`src/rtl/audio_meter_pkg.sv`:
```
// audio_meter_pkg: shared state encoding and default sizing for the PWM tone meter.
package audio_meter_pkg;
    typedef enum logic [1:0] {WAIT_RISE, MEAS_HIGH, MEAS_LOW} meter_state_e;
    localparam int DEF_CNT_W   = 32;
    localparam int DEF_TIMEOUT = 100_000_000;
endpackage

```
`src/rtl/pwm_edge_sync.sv`:
```
// pwm_edge_sync: 2-flop synchronizer, optional glitch filter (PWM_TONE_METER_GLITCH_FILTER_EN) and registered rise/fall detector.
module pwm_edge_sync #(
    parameter int FILT_LEN = 3
) (
    input  logic clk,
    input  logic rst,
    input  logic pwm_i,
    output logic rise_o,
    output logic fall_o
);
    logic s1_q, s2_q, prev_q, rise_q, fall_q, lvl;
`ifdef PWM_TONE_METER_GLITCH_FILTER_EN
    localparam int FCW = $clog2(FILT_LEN + 1);
    logic           filt_q, filt_d;
    logic [FCW-1:0] fcnt_q, fcnt_d;
    // The filtered level only follows s2_q once it has disagreed for FILT_LEN cycles in a row.
    always_comb begin
        filt_d = filt_q;
        fcnt_d = '0;
        if (s2_q != filt_q) begin
            if (fcnt_q == FCW'(FILT_LEN - 1)) filt_d = s2_q;
            else fcnt_d = fcnt_q + 1'b1;
        end
    end
    always_ff @(posedge clk) begin
        if (rst) begin
            filt_q <= 1'b0;
            fcnt_q <= '0;
        end else begin
            filt_q <= filt_d;
            fcnt_q <= fcnt_d;
        end
    end
    assign lvl = filt_q;
`else
    localparam int unused_filt_len = FILT_LEN;
    assign lvl = s2_q;
`endif
    always_ff @(posedge clk) begin
        if (rst) begin
            s1_q   <= 1'b0;
            s2_q   <= 1'b0;
            prev_q <= 1'b0;
            rise_q <= 1'b0;
            fall_q <= 1'b0;
        end else begin
            s1_q   <= pwm_i;
            s2_q   <= s1_q;
            prev_q <= lvl;
            rise_q <= lvl & ~prev_q;
            fall_q <= ~lvl & prev_q;
        end
    end
    assign rise_o = rise_q;
    assign fall_o = fall_q;
endmodule

```
`src/rtl/pwm_tone_meter.sv`:
```
// pwm_tone_meter: measures period/high time of an async PWM input with lock and no-signal reporting.
// Optional input glitch filter enabled by PWM_TONE_METER_GLITCH_FILTER_EN.
module pwm_tone_meter
    import audio_meter_pkg::*;
#(
    parameter int CNT_W    = DEF_CNT_W,
    parameter int TIMEOUT  = DEF_TIMEOUT,
    parameter int LOCK_TOL = 4,
    parameter int FILT_LEN = 3
) (
    input  logic             clk,
    input  logic             rst,
    input  logic             pwm_in,
    output logic [CNT_W-1:0] period,
    output logic [CNT_W-1:0] high_time,
    output logic             valid,
    output logic             locked,
    output logic             no_signal
);
    localparam logic [CNT_W-1:0] TO_M1 = CNT_W'(TIMEOUT - 1);
    meter_state_e     state_q, state_d;
    logic [CNT_W-1:0] cnt_q, cnt_d, hi_q, hi_d, period_q, period_d, high_q, high_d;
    logic [CNT_W-1:0] idle_q, idle_d, cnt_inc, diff;
    logic             valid_q, valid_d, nosig_q, nosig_d, have_prev_q, have_prev_d;
    logic [1:0]       stab_q, stab_d;
    logic             rise, fall, any_edge, timeout, close;
    pwm_edge_sync #(.FILT_LEN(FILT_LEN)) u_sync (
        .clk   (clk),
        .rst   (rst),
        .pwm_i (pwm_in),
        .rise_o(rise),
        .fall_o(fall)
    );
    assign any_edge = rise | fall;
    assign timeout  = !any_edge && idle_q == TO_M1;
    assign cnt_inc  = &cnt_q ? cnt_q : cnt_q + 1'b1;
    assign diff     = cnt_q >= period_q ? cnt_q - period_q : period_q - cnt_q;
    assign close    = diff <= CNT_W'(LOCK_TOL);
    always_comb begin
        state_d     = state_q;
        cnt_d       = cnt_q;
        hi_d        = hi_q;
        period_d    = period_q;
        high_d      = high_q;
        valid_d     = 1'b0;
        have_prev_d = have_prev_q;
        stab_d      = stab_q;
        idle_d      = any_edge ? '0 : (idle_q == TO_M1 ? idle_q : idle_q + 1'b1);
        nosig_d     = any_edge ? 1'b0 : (timeout ? 1'b1 : nosig_q);
        if (timeout) begin
            state_d     = WAIT_RISE;
            cnt_d       = '0;
            stab_d      = '0;
            have_prev_d = 1'b0;
        end else begin
            case (state_q)
                WAIT_RISE: begin
                    cnt_d   = rise ? CNT_W'(1) : '0;
                    state_d = rise ? MEAS_HIGH : WAIT_RISE;
                end
                MEAS_HIGH: begin
                    cnt_d   = cnt_inc;
                    hi_d    = fall ? cnt_q : hi_q;
                    state_d = fall ? MEAS_LOW : MEAS_HIGH;
                end
                MEAS_LOW: begin
                    cnt_d = cnt_inc;
                    if (rise) begin
                        period_d    = cnt_q;
                        high_d      = hi_q;
                        valid_d     = 1'b1;
                        cnt_d       = CNT_W'(1);
                        state_d     = MEAS_HIGH;
                        have_prev_d = 1'b1;
                        // period_q still holds the previous period when compared here
                        stab_d      = (have_prev_q && close) ? (stab_q == 2'd3 ? stab_q : stab_q + 2'd1) : 2'd0;
                    end
                end
                default: state_d = WAIT_RISE;
            endcase
        end
    end
    always_ff @(posedge clk) begin
        if (rst) begin
            state_q     <= WAIT_RISE;
            cnt_q       <= '0;
            hi_q        <= '0;
            period_q    <= '0;
            high_q      <= '0;
            valid_q     <= 1'b0;
            have_prev_q <= 1'b0;
            stab_q      <= '0;
            idle_q      <= '0;
            nosig_q     <= 1'b1;
        end else begin
            state_q     <= state_d;
            cnt_q       <= cnt_d;
            hi_q        <= hi_d;
            period_q    <= period_d;
            high_q      <= high_d;
            valid_q     <= valid_d;
            have_prev_q <= have_prev_d;
            stab_q      <= stab_d;
            idle_q      <= idle_d;
            nosig_q     <= nosig_d;
        end
    end
    assign period    = period_q;
    assign high_time = high_q;
    assign valid     = valid_q;
    assign locked    = stab_q != 2'd0;
    assign no_signal = nosig_q;
endmodule

```
`config.mk`:
```
export PLATFORM = sky130hd
export DESIGN_NAME = pwm_tone_meter
export DESIGN_NICKNAME = d
export VERILOG_FILES = /design/src/rtl/audio_meter_pkg.sv /design/src/rtl/pwm_edge_sync.sv /design/src/rtl/pwm_tone_meter.sv
export SDC_FILE = /design/constraint.sdc
export NUM_CORES = 1
export LEC_CHECK = 0
export CAP_MARGIN = 10
export CORE_MARGIN = 2
export CORE_UTILIZATION = 60
export CTS_CLUSTER_DIAMETER = 100
export CTS_CLUSTER_SIZE = 28
export DETAILED_ROUTE_END_ITERATION = 10
export PLACE_DENSITY = 0.81
export SLEW_MARGIN = 20
export SYNTH_ARGS = -nofsm -noshare
export SYNTH_HDL_FRONTEND = slang
export SYNTH_SLANG_ARGS = --single-unit
```
`constraint.sdc`:
```
create_clock -name clk -period 4.68 [get_ports clk]
set_input_delay 0.702 -clock clk [delete_from_list [all_inputs] [get_ports clk]]
set_output_delay 0.702 -clock clk [all_outputs]
set_load 0.01 [all_outputs]
```
==> impl_metrics.csv, run 1 <==
group,metric,value,unit
clock_network,cts_tree,"built",
layout,drive_gt1_share,4.34,%
drt,route.detailed.drc,0,
drt,wirelength,33400,um
layout,area_growth_syn_to_layout,11.9,%
logic_synthesis,yosys.cell_types.count,78,
layout,final_cell_mix,"nand2_1, a21oi_1, dfxtp_1, nor2_1, inv_1",
setup_path,r2r_cells,12,
drt,drtPass1Iterations,7,
timing,tightest_slew,1.02,ns
logic_synthesis,synth.avg_cell_area,7.27,um2
drt,wl_per_cell,19.1,um
timing,worst_hold_slack,0.428,ns
pwr,power,2.91,mW
place,place_congestion,1.06,
die,dieArea,0.0192,mm2
drt,detail_route.iter0.violations,973,
timing,layout_min_cycle_time,4.10,ns
die,die_h,139,um
die,die_w,139,um
setup_path,end_kind,"flop",
timing,clock.fmax,244,MHz
clock_network,clock_latency,0.43,ns
timing,period_share,87.7,%
setup_path,crit_start,"cnt_q[2]",
global_routing,busiest_layer,"met2",
clock_network,clkSinkCount,172,
layout,stdcell_count,1748,
logic_synthesis,synth_fp_nets,1570,
setup_path,r2r-start,"cnt_q[2]",
pwr,ir_drop,0.000276,V
worst_hold_path,min_from,"u_sync.prev_q",
global_routing,grt_max_degree,54,
clock_network,cts_hold_buf,0,
setup_path,r2r-end,"stab_q[1]",
run_status,status,"complete, no violations",
die,core,0.0178,mm2
die,num_io_pins,70,
timing,setup_tns,0,ns
layout,nNetsFinal,1581,
place,dpl_cell_area,0.0116,mm2
timing,finalHoldViolCount,0,
layout,mostFrequentLayoutCell,"nand2_1",
clock_network,post-cts-setup-buffers,0,
place,place_hpwl,24600,um
layout,final_util,68.2,%
global_routing,antenna_found_initial,0,
clock_network,path_clk_slew,0.07,ns
setup_path,crit_required,5.05,ns
setup_path,worstSetupStartpointType,"flop",
global_routing,gr-total-overflow,0,
drt,vias,11000,
clock_network,ctsRootBufferMaster,"clkbuf_16",
layout,nFillCells,1550,
clock_network,numCtsBuffers,17,
clock_network,post_cts_resized,0,
global_routing,met2_usage,58.1,%
logic_synthesis,synth-edff-count,0,
clock_network,cts_buffer_depth,2,
timing,fin_ws,0.576,ns
die,start_util,60.9,%
setup_path,worstPathArrival,4.47,ns
global_routing,grt.met3_usage,6.70,%
logic_synthesis,synthCells,1495,
timing,grt_setup_unrepaired,"no",
pwr,p_leak,4.64,nW
worst_hold_path,hp-class,"flop to flop",
global_routing,track_usage,34.0,%
global_routing,grtUsageMet1,44.2,%
logic_synthesis,synth_warnings,0,
worst_hold_path,hold_path_end,"u_sync.rise_o",
drt,vias_per_cell,6.28,
flow_run,maxCapViolations,0,
logic_synthesis,yosysSeqAreaShare,31.7,%
place,place_worst_setup_slack,0.707,ns
die,rows,49,
logic_synthesis,ys.flop_type,"dfxtp_1",
timing,setup_viol,0,
worst_hold_path,min_path_cells,1,
layout,final_area,0.0122,mm2
timing,slew-limit-headroom,32.2,%
drt,antenna_left,0,
pwr,power_density,239,mW/mm2
timing,maxSlewViolCount,0,
setup_path,regToRegSetupSlack,0.58,ns
logic_synthesis,async_flop_share,0,%
logic_synthesis,synth-seq-cells,172,
place,dp.cells,1716,
setup_path,critical_path.max_fanout,16,
layout,antenna_cells,0,
timing,fin_worst_skew,0.0100,ns
setup_path,critPathKind,"flop to flop",
clock_network,htree_num_levels,4,
global_routing,grt_pass1_vias,10200,
logic_synthesis,syn_area,0.0109,mm2
global_routing,grt_pass1_wl,53500,um
place,port_buffers,69,
## cells in the mapped netlist (all sizes together), types with 4 or more instances
library cell | instances | area share (%)
a211oi | 15 | 1.1
a21o | 22 | 1.5
a21oi | 202 | 9.3
a22oi | 6 | 0.41
a31oi | 17 | 1.0
and2 | 6 | 0.35
and3 | 16 | 0.97
and4 | 7 | 0.56
buf | 13 | 0.56
clkbuf | 74 | 2.6
dfxtp | 172 | 32
ha | 72 | 8.3
inv | 89 | 3.1
nand2 | 273 | 9.4
nand2b | 4 | 0.23
nand3 | 36 | 1.7
nand4 | 44 | 2.6
nor2 | 115 | 4.0
nor2b | 10 | 0.64
nor3 | 32 | 1.5
nor3b | 4 | 0.32
nor4 | 16 | 0.98
o2111ai | 4 | 0.32
o211ai | 10 | 0.74
o21a | 8 | 0.55
o21ai | 72 | 3.3
o21bai | 7 | 0.48
o22ai | 4 | 0.23
o311a | 4 | 0.37
o31a | 4 | 0.32
o31ai | 8 | 0.55
or3 | 13 | 0.79
or4 | 8 | 0.55
xnor2 | 28 | 2.3
xor2 | 31 | 2.5
## sequential cells by signal, indices dropped and copies added, names as in the netlist
| register | cells |
|---|---|
| u_sync.rise_o | 1 |
| hi_q | 32 |
| u_sync.prev_q | 1 |
| u_sync.fall_o | 1 |
| u_sync.s1_q | 1 |
| have_prev_q | 1 |
| idle_q | 32 |
| stab_q | 2 |
| cnt_q | 32 |
| state_q | 2 |
| valid | 1 |
| u_sync.lvl | 1 |
| no_signal | 1 |
| high_time | 32 |
| period | 32 |
## worst max-delay path, cell delays in order, from the launching register on
cell and delay [ns]:
dfxtp_1 0.49, ha_1 0.46, a21oi_1 0.30, a211oi_1 0.16, a211oi_2 0.49, o211ai_1 0.23, a221oi_1 0.56, mux2_2 0.40
o311ai_1 0.30, nand4_1 0.14, o41ai_2 0.10, a41oi_1 0.23, o22ai_1 0.18
## area by class of cell
type	count	area, um2	share of cell area [%]
Multi-Input combinational cell	1147	6770	55.7
Sequential cell	172	3440	28.3
Timing Repair Buffer	79	763	6.28
Clock buffer	18	429	3.53
Inverter	89	334	2.75
Tap cell	229	287	2.36
Clock inverter	14	136	1.12
## worst max path at each step
stage	slack [ns]	to
after floorplan	1.38	stab_q[1]
after global routing	0.18	stab_q[1]
after global placement	0.78	stab_q[1]
after CTS	0.67	stab_q[1]
after detailed placement	0.71	stab_q[1]
final	0.58	stab_q[1]
## cells by family (layout without fill, tap and decap cells)
logic type | after synthesis | after routing | synth area share [%]
compound gates | 414 | 414 | 23.0
mux | 4 | 4 | 0.380
flops | 172 | 172 | 31.7
fa+ha+maj | 72 | 72 | 8.29
buf+inv | 176 | 200 | 6.19
xor+xnor | 59 | 59 | 4.75
simple gates | 598 | 598 | 25.7
## power breakdown
group | switching [mW] | total, mW | internal, mW
Sequential | 0.00466 | 1.47 | 1.47
Clock | 0.631 | 1.37 | 0.744
Combinational | 0.0439 | 0.0614 | 0.0175
Total | 0.679 | 2.91 | 2.23
## routing by layer
metal  vias up  wire length (um)
met2       403             16200
met1      5243             14100
met4         0               777
met3        66              2270
li1       5259                 -
met5         -                 0
No activity file was read; power rests on OpenSTA's default activity.
==> run 2: changes to the inputs <==
--- a/config.mk
+++ b/config.mk
@@ -6,13 +6,13 @@
 export NUM_CORES = 1
 export LEC_CHECK = 0
 export CAP_MARGIN = 10
-export CORE_MARGIN = 2
+export CORE_MARGIN = 3
 export CORE_UTILIZATION = 60
 export CTS_CLUSTER_DIAMETER = 100
 export CTS_CLUSTER_SIZE = 28
 export DETAILED_ROUTE_END_ITERATION = 10
 export PLACE_DENSITY = 0.81
-export SLEW_MARGIN = 20
 export SYNTH_ARGS = -nofsm -noshare
 export SYNTH_HDL_FRONTEND = slang
+export SYNTH_HIERARCHICAL = 1
 export SYNTH_SLANG_ARGS = --single-unit
==> run 2 against run 1 <==
Total power increased by 4.3%. Cell area increased by 2.6%. Non-clock buffer count increased by 16. Largest cell class unchanged.
==> impl_metrics.csv, run 2 <==
group,metric,value,unit
clock_network,clkSinkCount,172,
setup_path,r2r-start,"cnt_q[15]",
layout,antenna_cells,0,
setup_path,worstPathArrival,4.83,ns
logic_synthesis,synth.avg_cell_area,7.34,um2
layout,mostFrequentLayoutCell,"nand2_1",
worst_hold_path,min_path_cells,1,
drt,wl_per_cell,19.8,um
timing,setup_viol,0,
timing,tightest_slew,1.19,ns
place,dpl_cell_area,0.0118,mm2
die,dieArea,0.0202,mm2
drt,antenna_left,0,
pwr,p_seq_share,48.5,%
clock_network,path_clk_slew,0.08,ns
worst_hold_path,hp-class,"flop to flop",
flow_run,maxCapViolations,0,
logic_synthesis,yosys.area.top_type,"dfxtp_1",
drt,route.detailed.drc,0,
logic_synthesis,synth_warnings,6,
worst_hold_path,min_from,"u_sync/prev_q",
timing,slew-limit-headroom,20.5,%
clock_network,ctsRootBufferMaster,"clkbuf_16",
run_status,status,"complete, no violations",
setup_path,crit_path_cell_trace,"ha_1 > nand4_1 > or4_4 > a211o_1 > a2111o_1 > nand3_2 > o211ai_1 > a21o_2 > a2111oi_1 > o211ai_1 > o32ai_1 > mux2_2",
setup_path,critPathKind,"flop to flop",
pwr,power_density,243,mW/mm2
die,num_io_pins,70,
global_routing,track_usage,34.6,%
pwr,power.internal,2.27,mW
clock_network,cts_hold_buf,0,
logic_synthesis,synth_area_leaders,"dfxtp_1, a21oi_1, nand2_1",
clock_network,htree_num_levels,4,
layout,drive_gt1_share,5.86,%
timing,fin_worst_skew,0.0187,ns
global_routing,grtUsageMet1,48.5,%
clock_network,numCtsBuffers,17,
pwr,sw_frac_of_total,25.3,%
logic_synthesis,syn_area,0.0111,mm2
drt,vias,11200,
timing,finalHoldViolCount,0,
clock_network,post-cts-setup-buffers,0,
timing,period_share,94.8,%
timing,setup_tns,0,ns
setup_path,slowest_delay,0.65,ns
die,rows,49,
setup_path,worstSetupStartpointType,"flop",
drt,detail_route.iter0.violations,1341,
global_routing,grt_max_degree,66,
logic_synthesis,yosys.cell_types.count,81,
global_routing,grt_pass1_wl,56100,um
layout,final_area,0.0125,mm2
layout,nNetsFinal,1616,
pwr,ir_drop,0.000251,V
setup_path,crit_required,5.07,ns
setup_path,crit_slowest_cell,"ha_1",
drt,vias_per_cell,6.29,
global_routing,grt_pass1_vias,10500,
place,port_buffers,69,
setup_path,end_kind,"flop",
drt,wirelength,35400,um
logic_synthesis,synthMostInstantiatedCell,"nand2_1",
worst_hold_path,hold_path_end,"u_sync/rise_o",
logic_synthesis,synth_fp_nets,1591,
logic_synthesis,synth_common_cells,"nand2_1, a21oi_1, dfxtp_1, nor2_1, inv_1",
place,place_hpwl,25800,um
setup_path,critical_path.max_fanout,12,
setup_path,crit_path_frequent_cell,"o211ai_1",
logic_synthesis,async_flop_share,0,%
drt,drtPass1Iterations,6,
layout,area_growth_syn_to_layout,12.1,%
setup_path,r2r_cells,12,
setup_path,regToRegSetupSlack,0.24,ns
die,core,0.0181,mm2
die,die_h,142,um
setup_path,r2r-end,"stab_q[0]",
pwr,p_switching,767,uW
global_routing,busiest_layer,"met2",
global_routing,met2_usage,53.6,%
clock_network,cts_tree,"built",
timing,maxSlewViolCount,0,
logic_synthesis,yosysSeqAreaShare,31.0,%
logic_synthesis,synth-seq-cells,172,
pwr,p_leak,4.74,nW
logic_synthesis,synth-edff-count,0,
global_routing,gr-total-overflow,0,
logic_synthesis,yosys.area.top_type_share,31.0,%
global_routing,grt.met3_usage,7.33,%
pwr,power_frac_comb,2.0,%
logic_synthesis,ys.flop_type,"dfxtp_1",
pwr,power_frac_clock,49.5,%
place,place_congestion,1.00,
die,die_w,142,um
clock_network,cts_buffer_depth,2,
layout,final_cell_mix,"nand2_1, a21oi_1, dfxtp_1, nor2_1, inv_1",
timing,layout_min_cycle_time,4.44,ns
clock_network,clock_latency,0.44,ns
die,start_util,61.5,%
timing,clock.fmax,225,MHz
logic_synthesis,synthCells,1516,
global_routing,antenna_found_initial,0,
run 2: power groups by stage:
stage / clock, mW / combinational [mW] / sequential, mW
after floorplan: 0 / 0.0429 / 1.50
after global placement: 0 / 0.0587 / 1.51
after detailed placement: 0 / 0.0593 / 1.51
after CTS: 1.51 / 0.0606 / 1.47
after global routing: 1.57 / 0.0665 / 1.47
final: 1.50 / 0.0617 / 1.47
run 2: final cells by class:
type                       count  area [um2]
inverter                      88         330
timing repair buffer          95         883
tap                          229         287
clock inverter                15         213
fill                        1553        5610
sequential                   172        3450
multi-input combinational   1167        6890
clock buffer                  17         425
run 2: kinds of logic after synthesis:
| logic type | Yosys count | share of synthesized area, % |
|---|---|---|
| AND/OR/NAND/NOR | 598 | 24.9 |
| AO/OA/AOI/OAI | 430 | 23.2 |
| buffers and inverters | 177 | 7.37 |
| flip-flops | 172 | 31.0 |
| adder cells (fa/ha/maj) | 72 | 8.10 |
| XOR/XNOR | 57 | 4.49 |
| multiplexers | 10 | 0.945 |
run 2: per-stage QoR:
stage | power [mW] | worst slack [ns] | util (%) | hold WS [ns] | instances
floorplan | 1.55 | 0.868 | - | 0.387 | 1516
global placement | 1.56 | 0.294 | 65.3 | 0.400 | 1751
detailed placement | 1.56 | 0.315 | 65.3 | 0.409 | 1751
CTS | 3.04 | 0.293 | 68.8 | 0.419 | 1783
global route | 3.11 | -0.0175 | 69.0 | 0.448 | 1783
finish | 3.03 | 0.243 | 69.0 | 0.430 | 1783
run 2: metal layers:
| metal | routed length [um] | vias to the layer above |
|---|---|---|
| met2 | 15700 | 502 |
| li1 | - | 5367 |
| met3 | 2860 | 84 |
| met1 | 15800 | 5256 |
| met5 | 0 | - |
| met4 | 1010 | 0 |
run 2: how the worst max path moves through the flow:
stage / startpoint / endpoint / cells after the start
after floorplan: period[9] / stab_q[0] / 14
after global placement: cnt_q[16] / stab_q[0] / 12
after detailed placement: cnt_q[16] / stab_q[0] / 12
after CTS: cnt_q[16] / stab_q[0] / 12
after global routing: cnt_q[15] / stab_q[0] / 12
final: cnt_q[15] / stab_q[0] / 12
run 2: what timing repair did:
item                                    CTS  global route
gates resized for setup                   0            10
hold endpoints to repair                  0             0
endpoints found under the setup margin    0             2
run 2: worst max-delay path: cells and delay by family (launching register included):
kind,cells,cell delay (ns)
and+or+nand+nor,3,1.02
adders and majority gates,1,0.65
muxes,1,0.21
DFF,1,0.41
AOI/OAI and AO/OA,7,2.09
==> run 3: changes to the inputs <==
--- a/config.mk
+++ b/config.mk
@@ -6,9 +6,9 @@
 export NUM_CORES = 1
 export LEC_CHECK = 0
 export CAP_MARGIN = 10
-export CORE_MARGIN = 3
+export CORE_MARGIN = 5
 export CORE_UTILIZATION = 60
-export CTS_CLUSTER_DIAMETER = 100
+export CTS_CLUSTER_DIAMETER = 60
 export CTS_CLUSTER_SIZE = 28
 export DETAILED_ROUTE_END_ITERATION = 10
 export PLACE_DENSITY = 0.81
==> run 3 against run 2 <==
Sequential power about the same. Die area up 5.7%. First-iteration DRC count down 1.6%. Global-route usage down 1.3 points. Final cell count up 0.79%. Worst hold slack worse by 0.0040 ns. Worst setup slack worse by 0.053 ns. Total power up 0.12%. Critical path depth unchanged. Combinational power up 1%. Core utilization up 0.48 points. Via count up 1.4%. Largest cell class unchanged. Largest power group unchanged.
==> impl_metrics.csv, run 3 (synthesis gave the netlist of run 2 again) <==
group,metric,value,unit
global_routing,grt_pass1_wl,57900,um
pwr,power,3.04,mW
layout,final_area,0.0126,mm2
pwr,p_leak,4.81,nW
flow_run,maxCapViolations,0,
layout,antenna_cells,0,
run_status,status,"complete, no violations",
drt,vias,11400,
place,port_buffers,69,
setup_path,regToRegSetupSlack,0.19,ns
timing,setup_viol,0,
die,start_util,61.5,%
clock_network,ctsRootBufferMaster,"clkbuf_16",
clock_network,cts_tree,"built",
layout,mostFrequentLayoutCell,"nand2_1",
place,dp.cells,1766,
setup_path,critPathKind,"flop to flop",
clock_network,post_cts_resized,0,
timing,tightest_slew,1.16,ns
pwr,ir_drop,0.000246,V
timing,maxSlewViolCount,0,
setup_path,crit_start,"cnt_q[11]",
timing,layout_min_cycle_time,4.49,ns
clock_network,clkSinkCount,172,
timing,grt_setup_unrepaired,"no",
setup_path,crit_path_end,"stab_q[0]",
clock_network,cts_hold_buf,0,
global_routing,antenna_found_initial,0,
timing,fin_ws,0.190,ns
setup_path,critical_path.max_fanout,10,
global_routing,grt_max_degree,56,
layout,area_growth_syn_to_layout,12.9,%
global_routing,track_usage,33.3,%
drt,drtPass1Iterations,5,
setup_path,end_kind,"flop",
drt,vias_per_cell,6.32,
clock_network,post-cts-setup-buffers,0,
worst_hold_path,min_from,"u_sync/prev_q",
place,dpl_cell_area,0.0119,mm2
setup_path,r2r-start,"cnt_q[11]",
timing,fin_worst_skew,0.0151,ns
timing,clock.fmax,223,MHz
die,rows,49,
clock_network,path_clk_slew,0.07,ns
timing,period_share,95.9,%
layout,drive_gt1_share,6.51,%
drt,antenna_left,0,
global_routing,grt_pass1_vias,10600,
clock_network,clock_latency,0.43,ns
die,die_w,146,um
die,die_h,146,um
die,dieArea,0.0214,mm2
timing,slew-limit-headroom,22.4,%
die,num_io_pins,70,
drt,detail_route.iter0.violations,1320,
setup_path,r2r_cells,12,
layout,stdcell_count,1797,
timing,finalHoldViolCount,0,
clock_network,numCtsBuffers,17,
pwr,power_density,242,mW/mm2
setup_path,crit_required,5.06,ns
setup_path,worstSetupStartpointType,"flop",
timing,setup_tns,0,ns
drt,route.detailed.drc,0,
place,place_congestion,1.02,
place,place_worst_setup_slack,0.268,ns
layout,nNetsFinal,1631,
clock_network,cts_buffer_depth,2,
drt,wl_per_cell,20.3,um
clock_network,htree_num_levels,4,
drt,wirelength,36500,um
setup_path,r2r-end,"stab_q[0]",
worst_hold_path,hp-class,"flop to flop",
global_routing,gr-total-overflow,0,
place,place_hpwl,26900,um
layout,final_cell_mix,"nand2_1, a21oi_1, dfxtp_1, nor2_1, inv_1",
setup_path,worstPathArrival,4.87,ns
die,core,0.0181,mm2
==> run 3: cell count changes in the layout (fill, tap and decap cells not counted), sizes merged <==
| cell | previous run | this run |
|---|---|---|
| clkinvlp | 0 | 1 |
| clkbuf | 17 | 18 |
| inv | 94 | 93 |
| clkinv | 8 | 5 |
| buf | 27 | 42 |
| bufinv | 1 | 2 |
==> run 3: area by class of cell <==
| class | count | area [um2] |
|---|---|---|
| Tap cell | 229 | 287 |
| Fill cell | 1512 | 5530 |
| Clock buffer | 18 | 439 |
| Timing Repair Buffer | 110 | 996 |
| Sequential cell | 172 | 3440 |
| Multi-Input combinational cell | 1167 | 6880 |
| Inverter | 88 | 330 |
| Clock inverter | 13 | 180 |
==> run 3: critical path, stage by stage (launching register included) <==
cell and delay (ns):
dfxtp_1 0.60, ha_1 0.44, a21oi_1 0.36, o21ai_0 0.17, a221oi_1 0.39, o21ai_1 0.20, mux2i_1 0.17, or4_1 0.50
or4_1 0.60, nor4_2 0.24, o211ai_1 0.17, o32ai_1 0.39, mux2_2 0.21
==> run 3: power breakdown <==
group | switching [mW] | internal, mW | leakage, nW | total (mW)
clock | 0.678 | 0.825 | 0.298 | 1.50
sequential | 0.00489 | 1.47 | 1.39 | 1.47
combinational | 0.0458 | 0.0165 | 3.12 | 0.0623
total | 0.728 | 2.31 | 4.81 | 3.04
==> run 3: stage by stage <==
step | utilization (%) | hold WS, ns
5_1_grt | 69.4 | 0.452
3_5_place_dp | 65.9 | 0.411
4_1_cts | 69.3 | 0.424
3_3_place_gp | 65.9 | 0.401
2_1_floorplan | - | 0.387
6_report | 69.4 | 0.427
==> run 3: how the worst min path moves through the flow <==
| stage | end | depth (start not counted) |
|---|---|---|
| floorplan | u_sync/rise_o | 1 |
| finish | u_sync/rise_o | 1 |
| global route | u_sync/rise_o | 1 |
| global placement | u_sync/rise_o | 1 |
| CTS | u_sync/rise_o | 1 |
| detailed placement | u_sync/rise_o | 1 |
==> run 3: per-layer routing <==
| layer | global-route usage, % | vias up | share of wire (%) |
|---|---|---|---|
| met4 | 12.1 | 0 | 3.6 |
| met5 | 0 | - | 0 |
| li1 | - | 5380 | - |
| met2 | 50.8 | 529 | 44 |
| met1 | 46.7 | 5364 | 44 |
| met3 | 6.91 | 88 | 8.7 |
==> RTL change 1: new RTL, config.mk and constraints of run 2 <==
The option `PWM_TONE_METER_GLITCH_FILTER_EN` is turned on by a define.
--- a/src/rtl/pwm_edge_sync.sv
+++ b/src/rtl/pwm_edge_sync.sv
@@ -1,4 +1,6 @@
 // pwm_edge_sync: 2-flop synchronizer, optional glitch filter (PWM_TONE_METER_GLITCH_FILTER_EN) and registered rise/fall detector.
+`define PWM_TONE_METER_GLITCH_FILTER_EN
+
 module pwm_edge_sync #(
     parameter int FILT_LEN = 3
 ) (
Behaviour: not the same (Yosys sat finds a counterexample within 10 cycles, from zero or initial values and one cycle with rst high).
==> RTL change 1 against run 2 <==
Clock skew fell by 0.0063 ns; die area rose by 0.97%; global-route usage fell by 0.95 points; sequential share of layout area rose by 0.15 points; wire length fell by 2.2%; area after synthesis rose by 1.0%; total power fell by 1.4%; design area rose by 1.2%; critical path depth rose by 1; core utilization rose by 0.33 points; sequential cell count rose by 3; setup slack improved by 0.0044 ns; highest routed layer unchanged.
==> RTL change 1: results (changes against run 2) <==
[detailed_routing]
vias=11300  ; was 11200
routedWlPerCell_um=19.2  ; was 19.8 um
drtIter0Drc=1116  ; was 1341
dr.pass1.iters=5  ; was 6

[worst_setup_path]
crit_family=simple AND/OR/NAND/NOR gates  ; was compound AO/OA/AOI/OAI gates
startpoint=period[3]$_SDFFE_PP0P_  ; was cnt_q[15]$_SDFFE_PP0P_
rr_endpoint=stab_q[0]$_SDFFE_PP0P_  ; unchanged
critical_path.max_fanout=15  ; was 12
critPathArrivalTime_ns=4.81  ; was 4.83 ns
ff2ff_setup_slack_ns=0.25
cp_slowest_cell=or4_1  ; was ha_1
reg2reg_depth=13  ; was 12
slowest_delay_ns=0.58  ; was 0.65 ns
path_class=flop to flop  ; unchanged

[layout]
final_cells=1805  ; was 1783
drive_gt1_share_pct=6.15  ; was 5.86%
nFillCells=1508  ; was 1553
area_growth_pct=12.3  ; was 12.1%
nNetsFinal=1639  ; was 1616
antenna_cells=0  ; unchanged

[global_route]
antenna_found_initial=0  ; unchanged
grt_pass1_vias=10400  ; was 10500
grt_pass1_wl_mm=55.2  ; was 56.1 mm
grt_util_all_layers_pct=33.7  ; was 34.6%
grt_max_degree=85  ; was 66

[run_status]
outcome=finished clean  ; unchanged

[cts]
clk-insertion-delay-late_ns=0.43
clkTransAtPathRegs_ns=0.07
h-tree-depth=4  ; unchanged
cts_buffers=17  ; unchanged

[place]
dp_hpwl_mm=26.1  ; was 25.8 mm
place_area_mm2=0.0120  ; was 0.0118 mm2
place.gp.congestion=1.01  ; was 1.00
io_buffers=69  ; unchanged
pre_cts_ws_ns=0.271  ; was 0.315 ns

[timing]
max_freq_ghz=0.226  ; was 0.225 GHz
skew_ns=0.0124  ; was 0.0187 ns
slew_headroom_pct=20.4  ; was 20.5%
hold_ws_ns=0.427  ; was 0.430 ns

[worst_hold_path]
hold_path_depth=1  ; unchanged
hp-start=u_sync/prev_q$_SDFF_PP0_  ; unchanged
whs_endpoint=u_sync/rise_o$_SDFF_PP0_  ; unchanged
hold_class=flop to flop  ; unchanged

[power_and_ir_drop]
peakVddDrop_uv=274  ; was 251 uV
p_leak_uw=0.00484  ; was 0.00474 uW

[logic_synthesis]
synth_common_cells=nand2_1 (278), a21oi_1 (210), dfxtp_1 (175)  ; was nand2_1 (278), a21oi_1 (210), dfxtp_1 (172)
synth_cell_types=82  ; was 81
synth_area_leaders=dfxtp_1 (31%), a21oi_1 (9.4%), nand2_1 (9.3%)  ; was dfxtp_1 (31%), a21oi_1 (9.4%), nand2_1 (9.4%)
yosysSeqAreaShare_pct=31.2  ; was 31.0%
synthCells=1526  ; was 1516
synthArstFlopShare_pct=0  ; unchanged
ys_warn_count=6  ; unchanged

==> RTL change 1: changes by cell type in the layout (fill, tap and decap cells not counted), moves of 2 or more <==
cell / run 2 / this run
buf_4: 27 / 39
clkinv_8: 6 / 2
dfxtp_1: 170 / 174
a21oi_1: 207 / 210
a21oi_2: 4 / 1
ha_1: 69 / 72
nor4_1: 13 / 16
ha_2: 3 / 1
inv_8: 3 / 5
==> RTL change 1: cells by family after synthesis <==
kind of cell    Yosys count  synth area share [%]
simple gates            601                  24.8
compound gates          430                  23.0
buf+inv                 178                  7.33
flops                   175                  31.2
fa+ha+maj                73                  8.13
xor+xnor                 58                  4.52
mux                      11                  1.02
==> RTL change 1: layer usage <==
metal	global-route usage, %	vias to the layer above	part of all wire (%)
met1	48.1	5329	45
met2	51.4	508	44
met4	10.6	0	2.7
li1	-	5410	-
met5	0.239	-	0
met3	6.53	68	8.1
==> RTL change 1: cell type report <==
| cell class | count | share of cell area (%) |
|---|---|---|
| Multi-Input combinational cell | 1173 | 54.8 |
| Sequential cell | 175 | 27.8 |
| Timing Repair Buffer | 107 | 7.71 |
| Clock buffer | 18 | 3.48 |
| Inverter | 89 | 2.65 |
| Tap cell | 229 | 2.27 |
| Clock inverter | 14 | 1.32 |
==> RTL change 1: where the power goes <==
group          total, uW  leakage, uW  internal (uW)  switching (uW)
sequential          1490      0.00141           1490            2.92
combinational       36.0      0.00314           6.99            29.0
clock               1460     0.000297            780             680
total               2990      0.00484           2280             712
==> RTL change 1: timing repair <==
action                     CTS  global route
setup endpoints to repair    0             2
buffers inserted             0             0
resized for setup            0             2
==> RTL change 2: new RTL, settings of run 2 <==
Made on the original files. Register the output `period` once more, with the module's reset; this adds one clock of latency there. The other outputs are not delayed to match.
--- a/src/rtl/pwm_tone_meter.sv
+++ b/src/rtl/pwm_tone_meter.sv
@@ -105,7 +105,13 @@
             nosig_q     <= nosig_d;
         end
     end
-    assign period    = period_q;
+    always_ff @(posedge clk) begin
+        if (rst) begin
+            period <= '0;
+        end else begin
+            period <= period_q;
+        end
+    end
     assign high_time = high_q;
     assign valid     = valid_q;
     assign locked    = stab_q != 2'd0;
Check against the original RTL: not equivalent (Yosys sat finds a counterexample within 10 cycles, from zero or initial values and one cycle with rst high).
==> RTL change 2 against run 2 <==
Synthesized cell count grew 4.0%; total power down 2.7%; area after synthesis grew 6.1%; via count increased by 1.3%; sequential share of layout area is 3.8 points higher; sequential cell count is 32 higher; wire length down 1.3%; design area is 4.2% higher; clock skew increased by 0.0064 ns; setup slack improved by 0.24 ns; non-clock buffer count decreased by 2; critical endpoint unchanged; largest cell class unchanged.
==> RTL change 2: results (changes against run 2) <==
[place]
dp_hpwl_mm=26.1  ; was 25.8 mm
place.gp.congestion=0.998  ; was 1.00

[timing]
skew_ns=0.0250  ; was 0.0187 ns
tightest_slew_ns=1.24  ; was 1.19 ns

[logic_synthesis]
synth_cell_types=70  ; was 81
synth_area_leaders=dfxtp_1 (35%), a21oi_1 (9.3%), nand2_1 (8.3%)  ; was dfxtp_1 (31%), a21oi_1 (9.4%), nand2_1 (9.4%)
synth_xor_area_share_pct=4.30  ; was 4.49%
synth_compound_area_share_pct=21.8  ; was 23.2%
synthAdderAreaFrac_pct=7.63  ; was 8.10%
synth_common_cells=nand2_1 (261), a21oi_1 (219), dfxtp_1 (204)  ; was nand2_1 (278), a21oi_1 (210), dfxtp_1 (172)
synth_nets=1651  ; was 1591

[detailed_routing]
wl_met2_mm=16.6  ; was 15.7 mm
wl_met1_mm=14.8  ; was 15.8 mm
drtIter0Drc=1071  ; was 1341
via_per_inst=6.12  ; was 6.29

[run_status]
outcome=finished clean  ; unchanged

[layout]
nFillCells=1636  ; was 1553

[worst_setup_path]
startpoint=cnt_q[6]$_SDFFE_PP0P_  ; was cnt_q[15]$_SDFFE_PP0P_

[global_route]
grt_util_all_layers_pct=31.1  ; was 34.6%
grt_pass1_vias=10700  ; was 10500

[power_and_ir_drop]
power.switching_uw=667  ; was 767 uW
pg_clk_uw=1140  ; was 1500 uW
peakVddDrop_uv=342  ; was 251 uV

[cts]
h-tree-depth=1  ; was 4
cts_buffers=12  ; was 17

[RTL change 2: cell types whose count changed after synthesis, moves of 7 or more]
cell / change
buf_4: +13
nor4_1: -7
and4_1: +7
nand2_1: -17
a21oi_1: +9
nand3_1: -13
dfxtp_1: +32
o21ai_0: +8
nor2_1: +32
clkbuf_8: -9
nand4_1: +7
[RTL change 2: metrics by stage]
step                utilization (%)  setup WS (ns)  area [um2]  instances  hold slack, ns
finish                         68.3          0.482       13000       1856           0.443
global route                   68.3          0.249       13000       1856           0.463
CTS                            68.2          0.540       13000       1854           0.441
detailed placement             66.2          0.601       12600       1838           0.417
global placement               66.2          0.637       12600       1838           0.393
floorplan                         -           1.02       11800       1576           0.387
[RTL change 2: area by class of cell]
cell class	instances	share of cell area, %
inverter	87	2.51
sequential	204	31.4
multi-input combinational	1196	53.9
tap	260	2.50
timing repair buffer	93	6.80
clock buffer	13	2.50
clock inverter	3	0.404
